===== config.mk =====
export PLATFORM = sky130hd
export DESIGN_NAME = loom_dpi_bridge_flat
export DESIGN_NICKNAME = d
export VERILOG_FILES = /design/src/rtl/loom_dpi_pkg.sv /design/src/rtl/loom_dpi_bridge_if.sv /design/src/rtl/loom_dpi_bridge.sv /design/src/flat_wrapper.sv
export SDC_FILE = /design/constraint.sdc
export NUM_CORES = 1
export LEC_CHECK = 0
export ABC_AREA = 1
export CORE_AREA = 3 3 459 461
export CTS_CLUSTER_DIAMETER = 40
export DETAILED_ROUTE_END_ITERATION = 10
export DIE_AREA = 0 0 462 464
export GPL_TIMING_DRIVEN = 0
export PLACE_DENSITY_LB_ADDON = 0.1
export SYNTH_ARGS = -nofsm -noshare
export SYNTH_HDL_FRONTEND = slang
export SYNTH_SLANG_ARGS = --single-unit

===== constraint.sdc =====
create_clock -name clk_i -period 2.1 [get_ports clk_i]
set_input_delay 0.42 -clock clk_i [delete_from_list [all_inputs] [get_ports clk_i]]
set_output_delay 0.42 -clock clk_i [all_outputs]
set_load 0.02 [all_outputs]

===== src/rtl/loom_dpi_pkg.sv =====
// Shared types and width helpers for the DPI bridge and the DPI register file.
package loom_dpi_pkg;

  typedef enum logic [1:0] {
    ST_IDLE = 2'd0,
    ST_CALL = 2'd1,
    ST_WAIT = 2'd2,
    ST_RESP = 2'd3
  } dpi_bridge_state_e;

  localparam int DPI_RET_SCALAR_W = 64;

  // Return channel layout: [63:0] scalar result, then one 32-bit word per argument.
  function automatic int dpi_ret_w(input int max_args);
    return DPI_RET_SCALAR_W + 32 * max_args;
  endfunction

endpackage


===== src/rtl/loom_dpi_bridge_if.sv =====
// Request/response, call/return and status signals of one DPI bridge slot.
// Signal suffixes are from the bridge's point of view; master is the bridge side.
interface loom_dpi_bridge_if
  import loom_dpi_pkg::*;
#(
  parameter int MAX_ARGS = 8
);

  localparam int RET_W = dpi_ret_w(MAX_ARGS);

  logic                      req_valid_i;
  logic                      req_ready_o;
  logic [MAX_ARGS-1:0][31:0] req_args_i;

  logic                      resp_valid_o;
  logic                      resp_ready_i;
  logic [63:0]               resp_result_o;
  logic [MAX_ARGS-1:0][31:0] resp_args_o;

  logic                      call_valid_o;
  logic                      call_ready_i;
  logic [MAX_ARGS-1:0][31:0] call_args_o;

  logic                      ret_valid_i;
  logic                      ret_ready_o;
  logic [RET_W-1:0]          ret_data_i;

  logic                      busy_o;
  logic                      timeout_o;
  logic [31:0]               n_calls_o;

  modport master (
    input  req_valid_i, req_args_i, resp_ready_i, call_ready_i, ret_valid_i, ret_data_i,
    output req_ready_o, resp_valid_o, resp_result_o, resp_args_o, call_valid_o,
           call_args_o, ret_ready_o, busy_o, timeout_o, n_calls_o
  );

  modport slave (
    output req_valid_i, req_args_i, resp_ready_i, call_ready_i, ret_valid_i, ret_data_i,
    input  req_ready_o, resp_valid_o, resp_result_o, resp_args_o, call_valid_o,
           call_args_o, ret_ready_o, busy_o, timeout_o, n_calls_o
  );

endinterface


===== src/rtl/loom_dpi_bridge.sv =====
// DUT-side initiator for one DPI function: forwards a call to the register file
// slot, waits for the host return and hands the result back to the DUT.
//
// state   | meaning
// IDLE    | ready for a DUT request
// CALL    | latched args presented on the call channel
// WAIT    | waiting for the host return, wait counter running
// RESP    | result held for the DUT until consumed
module loom_dpi_bridge
  import loom_dpi_pkg::*;
#(
  parameter int MAX_ARGS  = 8,
  parameter int N_ARGS    = MAX_ARGS,
  parameter int TIMEOUT_W = 24
) (
  input  logic               clk_i,
  input  logic               rst_i,
  loom_dpi_bridge_if.master  bus
);

  localparam int RET_W = dpi_ret_w(MAX_ARGS);
  localparam logic [TIMEOUT_W-1:0] WAIT_ONE = {{(TIMEOUT_W-1){1'b0}}, 1'b1};

  dpi_bridge_state_e         state_q, state_d;
  logic [MAX_ARGS-1:0][31:0] args_q, args_d;
  logic [63:0]               result_q, result_d;
  logic [MAX_ARGS-1:0][31:0] rargs_q, rargs_d;
  logic [TIMEOUT_W-1:0]      wait_cnt_q, wait_cnt_d;
  logic                      timeout_q, timeout_d;
  logic [31:0]               n_calls_q, n_calls_d;

  logic req_ready, call_valid, ret_ready, resp_valid;
  logic call_fire, ret_fire;

  always_comb begin
    state_d    = state_q;
    args_d     = args_q;
    result_d   = result_q;
    rargs_d    = rargs_q;
    req_ready  = 1'b0;
    call_valid = 1'b0;
    ret_ready  = 1'b0;
    resp_valid = 1'b0;
    case (state_q)
      ST_IDLE: begin
        req_ready = 1'b1;
        if (bus.req_valid_i) begin
          for (int i = 0; i < MAX_ARGS; i++) begin
            args_d[i] = (i < N_ARGS) ? bus.req_args_i[i] : 32'h0;
          end
          state_d = ST_CALL;
        end
      end
      ST_CALL: begin
        call_valid = 1'b1;
        if (bus.call_ready_i) state_d = ST_WAIT;
      end
      ST_WAIT: begin
        ret_ready = 1'b1;
        if (bus.ret_valid_i) begin
          result_d = bus.ret_data_i[DPI_RET_SCALAR_W-1:0];
          rargs_d  = bus.ret_data_i[RET_W-1:DPI_RET_SCALAR_W];
          state_d  = ST_RESP;
        end
      end
      ST_RESP: begin
        resp_valid = 1'b1;
        if (bus.resp_ready_i) state_d = ST_IDLE;
      end
      default: state_d = ST_IDLE;
    endcase
  end

  always_ff @(posedge clk_i) begin
    if (rst_i) begin
      state_q  <= ST_IDLE;
      args_q   <= '0;
      result_q <= '0;
      rargs_q  <= '0;
    end else begin
      state_q  <= state_d;
      args_q   <= args_d;
      result_q <= result_d;
      rargs_q  <= rargs_d;
    end
  end

  assign call_fire = (state_q == ST_CALL) && bus.call_ready_i;
  assign ret_fire  = (state_q == ST_WAIT) && bus.ret_valid_i;

  // A return arriving on the would-be saturating cycle stops the count, so it never trips timeout.
  always_comb begin
    wait_cnt_d = wait_cnt_q;
    if (call_fire) begin
      wait_cnt_d = '0;
    end else if ((state_q == ST_WAIT) && !ret_fire && !(&wait_cnt_q)) begin
      wait_cnt_d = wait_cnt_q + WAIT_ONE;
    end
    timeout_d = timeout_q | (&wait_cnt_d);
    n_calls_d = call_fire ? n_calls_q + 32'd1 : n_calls_q;
  end

  always_ff @(posedge clk_i) begin
    if (rst_i) begin
      wait_cnt_q <= '0;
      timeout_q  <= 1'b0;
    end else begin
      wait_cnt_q <= wait_cnt_d;
      timeout_q  <= timeout_d;
    end
  end

  always_ff @(posedge clk_i) begin
    if (rst_i) n_calls_q <= '0;
    else       n_calls_q <= n_calls_d;
  end

  assign bus.req_ready_o   = req_ready;
  assign bus.call_valid_o  = call_valid;
  assign bus.ret_ready_o   = ret_ready;
  assign bus.resp_valid_o  = resp_valid;
  assign bus.call_args_o   = args_q;
  assign bus.resp_result_o = result_q;
  assign bus.resp_args_o   = rargs_q;
  assign bus.busy_o        = (state_q != ST_IDLE);
  assign bus.timeout_o     = timeout_q;
  assign bus.n_calls_o     = n_calls_q;

endmodule


===== src/flat_wrapper.sv =====
// flat-port wrapper written by rule: the top's interface ports become plain ports
module loom_dpi_bridge_flat import loom_dpi_pkg::*;
#(
  parameter int MAX_ARGS  = 8,
  parameter int N_ARGS    = MAX_ARGS,
  parameter int TIMEOUT_W = 24
)
  (clk_i, rst_i, bus_req_valid_i, bus_req_args_i, bus_resp_ready_i, bus_call_ready_i, bus_ret_valid_i, bus_ret_data_i, bus_req_ready_o, bus_resp_valid_o, bus_resp_result_o, bus_resp_args_o, bus_call_valid_o, bus_call_args_o, bus_ret_ready_o, bus_busy_o, bus_timeout_o, bus_n_calls_o);
  loom_dpi_bridge_if #(.MAX_ARGS(MAX_ARGS)) bus_i ();
  input  logic clk_i;
  input  logic rst_i;
  input wire logic [$bits(bus_i.req_valid_i)-1:0] bus_req_valid_i;
  input wire logic [$bits(bus_i.req_args_i)-1:0] bus_req_args_i;
  input wire logic [$bits(bus_i.resp_ready_i)-1:0] bus_resp_ready_i;
  input wire logic [$bits(bus_i.call_ready_i)-1:0] bus_call_ready_i;
  input wire logic [$bits(bus_i.ret_valid_i)-1:0] bus_ret_valid_i;
  input wire logic [$bits(bus_i.ret_data_i)-1:0] bus_ret_data_i;
  output wire logic [$bits(bus_i.req_ready_o)-1:0] bus_req_ready_o;
  output wire logic [$bits(bus_i.resp_valid_o)-1:0] bus_resp_valid_o;
  output wire logic [$bits(bus_i.resp_result_o)-1:0] bus_resp_result_o;
  output wire logic [$bits(bus_i.resp_args_o)-1:0] bus_resp_args_o;
  output wire logic [$bits(bus_i.call_valid_o)-1:0] bus_call_valid_o;
  output wire logic [$bits(bus_i.call_args_o)-1:0] bus_call_args_o;
  output wire logic [$bits(bus_i.ret_ready_o)-1:0] bus_ret_ready_o;
  output wire logic [$bits(bus_i.busy_o)-1:0] bus_busy_o;
  output wire logic [$bits(bus_i.timeout_o)-1:0] bus_timeout_o;
  output wire logic [$bits(bus_i.n_calls_o)-1:0] bus_n_calls_o;
  assign bus_i.req_valid_i = bus_req_valid_i;
  assign bus_i.req_args_i = bus_req_args_i;
  assign bus_i.resp_ready_i = bus_resp_ready_i;
  assign bus_i.call_ready_i = bus_call_ready_i;
  assign bus_i.ret_valid_i = bus_ret_valid_i;
  assign bus_i.ret_data_i = bus_ret_data_i;
  assign bus_req_ready_o = bus_i.req_ready_o;
  assign bus_resp_valid_o = bus_i.resp_valid_o;
  assign bus_resp_result_o = bus_i.resp_result_o;
  assign bus_resp_args_o = bus_i.resp_args_o;
  assign bus_call_valid_o = bus_i.call_valid_o;
  assign bus_call_args_o = bus_i.call_args_o;
  assign bus_ret_ready_o = bus_i.ret_ready_o;
  assign bus_busy_o = bus_i.busy_o;
  assign bus_timeout_o = bus_i.timeout_o;
  assign bus_n_calls_o = bus_i.n_calls_o;
  loom_dpi_bridge #(.MAX_ARGS(MAX_ARGS), .N_ARGS(N_ARGS), .TIMEOUT_W(TIMEOUT_W)) u_core (.clk_i(clk_i), .rst_i(rst_i), .bus(bus_i));
endmodule

==> impl_metrics.ini, run 1 <==
[worst_setup_path]
crit-reg2reg-launch = u_core.state_q[0]
worstPathCellList = inv_6, ha_4, buf_4, buf_6
worstPathMaxFanout = 5
crit_path_end_kind = primary output
highest_cell_delay_on_the_worst_timing_path_ps = 390
cp_data_required_time_ps = 1680
capture_point_of_the_worst_reg_to_reg_path = u_core.bus.timeout_o
cp_slowest_cell = sky130_fd_sc_hd__dfxtp_4
arrival_ps = 1690
timing.setup.critical_path_class = reg -> out
cp-start-kind = flop
worst_reg2reg_setup_slack_ps = 0
worst-r2r-cell-count = 15

[synthesis]
synthesized_nets = 3597
async_sr_flop_fraction_pct = 0
post_synth_num_cell_types = 36
sequential_element_share_of_the_synthesized_area_pct = 55.8
cells_taking_the_most_area_after_synthesis = sky130_fd_sc_hd__dfxtp_1 56%, sky130_fd_sc_hd__nor2_1 20%, sky130_fd_sc_hd__o21ai_0 13%
yosys_warning_count = 0
ys_seq_elements = 635
synthCells = 3008
synth_area_per_cell_um2 = 7.58
synth.top_cell.area_share_pct = 55.8
yosysTopAreaCell = sky130_fd_sc_hd__dfxtp_1
synth_enable_flop_cells = 0
mappedNetlistArea_um2 = 22800
top_ff_cell_synth = sky130_fd_sc_hd__dfxtp_1

[die]
horizontal_die_dimension_um = 462
floorplan.initialDensity_pct = 11.0
floorplan.rows = 167
io-pin-count = 1196
core_area_um2 = 207000
die_h_um = 464
dieArea_um2 = 214000

[global_route]
grt_start_max_net_pins = 17
antenna_violations_before_repair = 93
global_route.usage.total_pct = 15.9
grt_overflow = 0
first_pass_grt_wire_length_um = 234000
grt_pass1_vias = 26400

[min_path]
hold-path-cell-count = 3
timing.hold.worst_endpoint = u_core.bus.call_args_o[59]
timing.hold.worst.start = bus_req_args_i[59]
hold_path_class = in -> reg

[placement]
dpl.cell_count = 6908
io_buffer_count = 1195
hpwl_um = 147000
pre_cts_slack_ps = -2130
gp_congestion = 0.828

[final_layout]
drive_gt1_share_pct = 14.6
post_layout_nonfiller_instances = 7313
nFillCells = 23200
design.final.nets = 5021
syn_to_final_growth_pct = 97.9
finish.utilization_pct = 21.8

[sta]
grt_setup_unrepaired = yes
finalHoldViolCount = 0
timing.final.setup_violations = 2
timing.max_slew.rel_slack_pct = 40.9
period_needed_ps = 2110
final_max_slew_viol_count = 0
portion_of_the_clock_cycle_consumed_by_the_worst_path_in_the_final_layout_pct = 101
achievable_freq_mhz = 474
timing.hold.ws_ps = 248
worst_pin_slew_ps = 886
worst_slack_ps = -10.6
final.setup_skew_ps = 42.5

[job]
max_cap_viol_count = 0

[clock_tree]
clock_latency_ps = 790
cts.root.buffer_cell = sky130_fd_sc_hd__clkbuf_16
h-tree-depth = 4
cts-buffers-inserted = 186
clock_path_buffers = 3
cts_tree = built
cts.sinks = 635
clkSlewWorstSetupHoldPaths_ps = 40

[status]
failed_checks = negative setup slack
outcome = finished, violations left

[power]
vdd_ir_drop_max_mv = 0.734
post-layout-total-power_mw = 62.0
power_density_nw_per_um2 = 1370
leakagePower_nw = 19.2

[detailed_routing]
avg_vias_per_cell = 3.56
postRouteAntennaNets = 0
drc = 0
drt_iter0_markers = 1109
route.vias.total = 26100
postRouteWirelength_um = 177000
drt_pre_antenna_iters = 5
average_wire_per_standard_cell_um = 24.2
==> layout make-up <==
cell class                      count  area (um2)  share of cell area [%]
Clock buffer                      262        5350                    11.9
Inverter                           80         319                   0.707
Timing Repair Buffer             1236       11700                    25.9
Buffer                            202        1050                    2.34
Sequential cell                   635       12700                    28.2
Multi-Input combinational cell   2091        9350                    20.7
Tap cell                         2704        3380                    7.50
Antenna cell                       19        47.5                   0.105
Clock inverter                     84        1210                    2.69
==> cell usage in the layout, fill, tap and decap left out, types with 11 or more instances in the layout <==
master	instances
sky130_fd_sc_hd__clkdlybuf4s50_1	581
sky130_fd_sc_hd__clkbuf_16	186
sky130_fd_sc_hd__bufinv_16	20
sky130_fd_sc_hd__clkbuf_2	120
sky130_fd_sc_hd__nor2_4	19
sky130_fd_sc_hd__clkbuf_1	82
sky130_fd_sc_hd__clkdlybuf4s15_1	40
sky130_fd_sc_hd__dfxtp_1	625
sky130_fd_sc_hd__nor2_1	1223
sky130_fd_sc_hd__a21oi_1	18
sky130_fd_sc_hd__nand2_1	82
sky130_fd_sc_hd__buf_4	41
sky130_fd_sc_hd__buf_2	20
sky130_fd_sc_hd__o21ai_0	574
sky130_fd_sc_hd__clkinv_2	46
sky130_fd_sc_hd__dlygate4sd2_1	502
sky130_fd_sc_hd__nand2_2	14
sky130_fd_sc_hd__inv_1	72
sky130_fd_sc_hd__nand4_1	23
sky130_fd_sc_hd__o21ai_1	11
sky130_fd_sc_hd__nand3_1	54
sky130_fd_sc_hd__clkbuf_8	45
sky130_fd_sc_hd__nor3_1	12
sky130_fd_sc_hd__clkdlybuf4s15_2	51
sky130_fd_sc_hd__diode_2	19
sky130_fd_sc_hd__clkbuf_4	18
==> timing repair <==
item / 4_1_cts / 5_1_grt
hold buffers: 0 / 0
resized for setup: 1034 / 126
cloned: 0 / 0
pin swaps: 16 / 33
setup endpoints to repair: 1216 / 267
setup buffers: 20 / 21
==> stage by stage <==
| step | instance area [um2] | setup TNS, ps |
|---|---|---|
| after floorplan | 22800 | 0 |
| after global placement | 38100 | -1222400 |
| after detailed placement | 38200 | -748940 |
| after CTS | 44800 | -195 |
| after global routing | 45100 | -758 |
| final | 45100 | -11.6 |
==> critical path, delay by kind of cell (launching register included) <==
family	cells	cell delay [ps]
DFF	1	390
buffers and inverters	3	310
adders and majority gates	1	190
==> layer usage <==
layer  global-route usage, %  routed length [um]  vias up
met4                    3.45                3510       60
met3                    8.39               18800      300
li1                        -                   -    12600
met1                    16.9               68100    12100
met2                    27.8               86500      953
met5                       0                 405        -
==> logic make-up (layout without fill, tap and decap cells) <==
logic type               after synthesis  in the layout  synth area share, %
AND/OR/NAND/NOR                     1461           1461                 25.2
flip-flops                           635            635                 55.8
AO/OA/AOI/OAI                        615            615                 13.6
buffers and inverters                282           1864                 4.75
XOR/XNOR                               8              8                0.307
adder cells (fa/ha/maj)                7              7                0.384
other                                  0             19                    0
==> flip-flops by register name (all words and copies together) (netlist names) <==
name and cells:
u_core.state_q 2, u_core.bus.resp_args_o 256, u_core.wait_cnt_q 24, u_core.bus.call_args_o 256, u_core.bus.resp_result_o 64, u_core.bus.n_calls_o 32
u_core.bus.timeout_o 1
==> how the worst max path moves through the flow <==
| stage | from | end | slack [ps] | depth (start not counted) |
|---|---|---|---|---|
| final | u_core.state_q[0] | bus_ret_ready_o | -10 | 4 |
| after CTS | u_core.state_q[1] | u_core.bus.n_calls_o[29] | -70 | 13 |
| after global placement | rst_i | u_core.bus.resp_args_o[217] | -3450 | 7 |
| after floorplan | u_core.state_q[0] | u_core.bus.timeout_o | 20 | 14 |
| after detailed placement | rst_i | u_core.bus.resp_args_o[139] | -2130 | 8 |
| after global routing | u_core.state_q[0] | u_core.bus.timeout_o | -130 | 14 |
==> cells in the mapped netlist (2+ instances only) <==
cell type / count
sky130_fd_sc_hd__a211oi_1: 2
sky130_fd_sc_hd__nand2_2: 4
sky130_fd_sc_hd__xor2_1: 7
sky130_fd_sc_hd__buf_1: 9
sky130_fd_sc_hd__nand3_2: 2
sky130_fd_sc_hd__clkbuf_1: 188
sky130_fd_sc_hd__ha_1: 7
sky130_fd_sc_hd__nor4_1: 2
sky130_fd_sc_hd__inv_1: 78
sky130_fd_sc_hd__o21ai_0: 588
sky130_fd_sc_hd__nor3_1: 15
sky130_fd_sc_hd__nand2_1: 96
sky130_fd_sc_hd__o21ai_1: 2
sky130_fd_sc_hd__a21oi_1: 18
sky130_fd_sc_hd__buf_2: 2
sky130_fd_sc_hd__dfxtp_1: 635
sky130_fd_sc_hd__nand3_1: 63
sky130_fd_sc_hd__nor3b_1: 2
sky130_fd_sc_hd__nor2_2: 6
sky130_fd_sc_hd__nor2_1: 1240
sky130_fd_sc_hd__buf_6: 3
sky130_fd_sc_hd__nand4_1: 23
sky130_fd_sc_hd__nor2_4: 3
==> where the power goes <==
group          switching [mW]  total [mW]  leakage [nW]  internal, mW
clock                    9.16        29.2          3.23          20.1
sequential               1.43        16.1          5.20          14.7
combinational            10.9        16.6          10.7          5.75
total                    21.5        62.0          19.2          40.5
Note: power is estimated with default switching activity, not from simulation.
==> inputs of run 2 (changes only) <==
--- a/config.mk
+++ b/config.mk
@@ -12,6 +12,8 @@
 export DIE_AREA = 0 0 462 464
 export GPL_TIMING_DRIVEN = 0
 export PLACE_DENSITY_LB_ADDON = 0.1
+export RECOVER_POWER = 100
+export SLEW_MARGIN = 10
 export SYNTH_ARGS = -nofsm -noshare
 export SYNTH_HDL_FRONTEND = slang
 export SYNTH_SLANG_ARGS = --single-unit
==> run 2 against run 1 <==
Effect of this change:
- the flow still finishes with violations (negative setup slack)
- register-to-register slack is essentially flat
- clock skew shrank 19 ps
- critical endpoint is now bus_busy_o
- clock power barely moved
- combinational power is essentially flat
- total power about the same
- via count rose by 0.36%
- critical path type unchanged
- wire length is 0.11% lower
- largest cell class is now buffers
- sequential power about the same
==> impl_metrics.ini, run 2 (same netlist as run 1, synthesis figures left out) <==
[status]
outcome = finished, violations left
failed_checks = negative setup slack

[worst_setup_path]
arrival_ps = 1730
timing.setup.critical_path_class = reg -> out
crit_path_end_kind = primary output
highest_cell_delay_on_the_worst_timing_path_ps = 370
cp_data_required_time_ps = 1680
worstPathCellList = clkinv_4, buf_4, ha_4, inv_4, buf_8
worstPathMaxFanout = 3
cp-start-kind = flop
cp_slowest_cell = sky130_fd_sc_hd__dfxtp_4

[final_layout]
syn_to_final_growth_pct = 98.0
finish.utilization_pct = 21.8
design.final.nets = 5020
layout_common_cells = 1223 x sky130_fd_sc_hd__nor2_1, 627 x sky130_fd_sc_hd__dfxtp_1, 581 x sky130_fd_sc_hd__clkdlybuf4s50_1, 570 x sky130_fd_sc_hd__o21ai_0, 510 x sky130_fd_sc_hd__dlygate4sd2_1
drive_gt1_share_pct = 14.3
nFillCells = 23200
final_common_cell = sky130_fd_sc_hd__nor2_1

[sta]
portion_of_the_clock_cycle_consumed_by_the_worst_path_in_the_final_layout_pct = 103
worst_slack_ps = -54.4
achievable_freq_mhz = 464
grt_setup_unrepaired = yes
period_needed_ps = 2150
worst_pin_slew_ps = 896
final_max_slew_viol_count = 0
timing.max_slew.rel_slack_pct = 40.2
finalHoldViolCount = 0
timing.hold.ws_ps = 252
timing.final.setup_violations = 6
final.setup_skew_ps = 23.2

[die]
horizontal_die_dimension_um = 462
dieArea_um2 = 214000
floorplan.rows = 167
floorplan.initialDensity_pct = 11.0
core_area_um2 = 207000
io-pin-count = 1196
die_h_um = 464

[power]
power_density_nw_per_um2 = 1380
sw_frac_of_total_pct = 34.6
vdd_ir_drop_max_mv = 0.747
p_int_mw = 40.6
comb_power_share_pct = 27.1
sequential_cell_fraction_of_total_power_pct = 25.9
power_frac_clock_pct = 46.9
leakagePower_nw = 19.2
power.net_switching_mw = 21.5

[placement]
hpwl_um = 146000
io_buffer_count = 1195
gp_congestion = 0.828

[global_route]
first_pass_grt_wire_length_um = 234000
grt_pass1_vias = 26400
grt_overflow = 0
grt_start_max_net_pins = 17
global_route.usage.total_pct = 15.9
antenna_violations_before_repair = 91

[min_path]
hold_path_class = in -> reg

[detailed_routing]
drc = 0
average_wire_per_standard_cell_um = 24.2
postRouteAntennaNets = 0
route.vias.total = 26100
postRouteWirelength_um = 177000
drt_iter0_markers = 976
drt_pre_antenna_iters = 5
avg_vias_per_cell = 3.58

[clock_tree]
h-tree-depth = 4
clock_path_buffers = 3
cts-buffers-inserted = 189
cts.sinks = 635
cts_tree = built
clock_latency_ps = 780
clkSlewWorstSetupHoldPaths_ps = 40
cts.root.buffer_cell = sky130_fd_sc_hd__clkbuf_16

[job]
max_cap_viol_count = 0
-- run 2: changes by cell type in the layout (fill, tap and decap cells not counted), sizes merged, moves of 4 or more --
cell and change:
clkbuf +9, bufinv -4, dlygate4sd2 +8, clkinv -6
buf -11
-- run 2: path summary, 6_finish.rpt --
| kind | cells after the start | startpoint | to | slack (ps) |
|---|---|---|---|---|
| setup / recovery | 5 | u_core.state_q[1] | bus_busy_o | -50 |
| hold / removal | 3 | bus_ret_data_i[106] | u_core.bus.resp_args_o[42] | 250 |
| setup reg to reg | 13 | u_core.state_q[1] | u_core.bus.n_calls_o[29] | 0 |
| hold reg to reg | 2 | u_core.bus.resp_result_o[36] | u_core.bus.resp_result_o[36] | 470 |
-- run 2: worst max-delay path, delay by kind of cell, from the launching register on --
kind / cells / cell delay [ps]
fa+ha+maj: 1 / 190
buf+inv: 4 / 390
flops: 1 / 370
-- run 2: cell type report --
cell class / count / area [um2] / area share (%)
Sequential cell: 635 / 12700 / 28.2
Buffer: 202 / 1060 / 2.35
Inverter: 80 / 319 / 0.707
Timing Repair Buffer: 1232 / 11700 / 25.9
Clock inverter: 74 / 1050 / 2.33
Clock buffer: 269 / 5510 / 12.2
Tap cell: 2704 / 3380 / 7.50
Antenna cell: 22 / 55.1 / 0.122
Multi-Input combinational cell: 2091 / 9340 / 20.7
-- run 2: timing repair --
| action | in CTS | in global routing |
|---|---|---|
| pin swaps | 16 | 22 |
| setup endpoints to repair | 1214 | 348 |
| resized for setup | 1018 | 137 |
| hold buffers | 0 | 0 |
| setup buffers | 12 | 24 |
-- run 2: power groups by stage --
| stage | clock, mW | sequential (mW) | combinational, mW |
|---|---|---|---|
| floorplan | 0 | 19.1 | 4.87 |
| global placement | 0 | 16.3 | 18.4 |
| detailed placement | 0 | 16.4 | 18.3 |
| CTS | 29.9 | 16.1 | 17.2 |
| global route | 30.6 | 16.4 | 18.3 |
| finish | 29.1 | 16.1 | 16.8 |
-- run 2: routing by layer --
metal  global-route usage (%)  vias up  share of wire [%]  routed length [um]
met5                        0        -               0.22                 385
met4                     3.75       56                2.2                3950
met3                     8.07      299                 11               18700
met2                     27.5      946                 49               86200
met1                     17.2    12200                 38               67800
li1                         -    12700                  -                   -
-- run 2: through the flow --
| step | setup WS [ps] | setup TNS (ps) | instances | area [um2] | power [mW] |
|---|---|---|---|---|---|
| after floorplan | 17.3 | 0 | 3008 | 22800 | 24.0 |
| after global placement | -3450 | -1222400 | 6907 | 38100 | 34.7 |
| after detailed placement | -2050 | -715730 | 6908 | 38200 | 34.7 |
| after CTS | -72.7 | -284 | 7263 | 44800 | 63.2 |
| after global routing | -182 | -2400 | 7290 | 45100 | 65.4 |
| final | -54.4 | -109 | 7309 | 45100 | 62.1 |
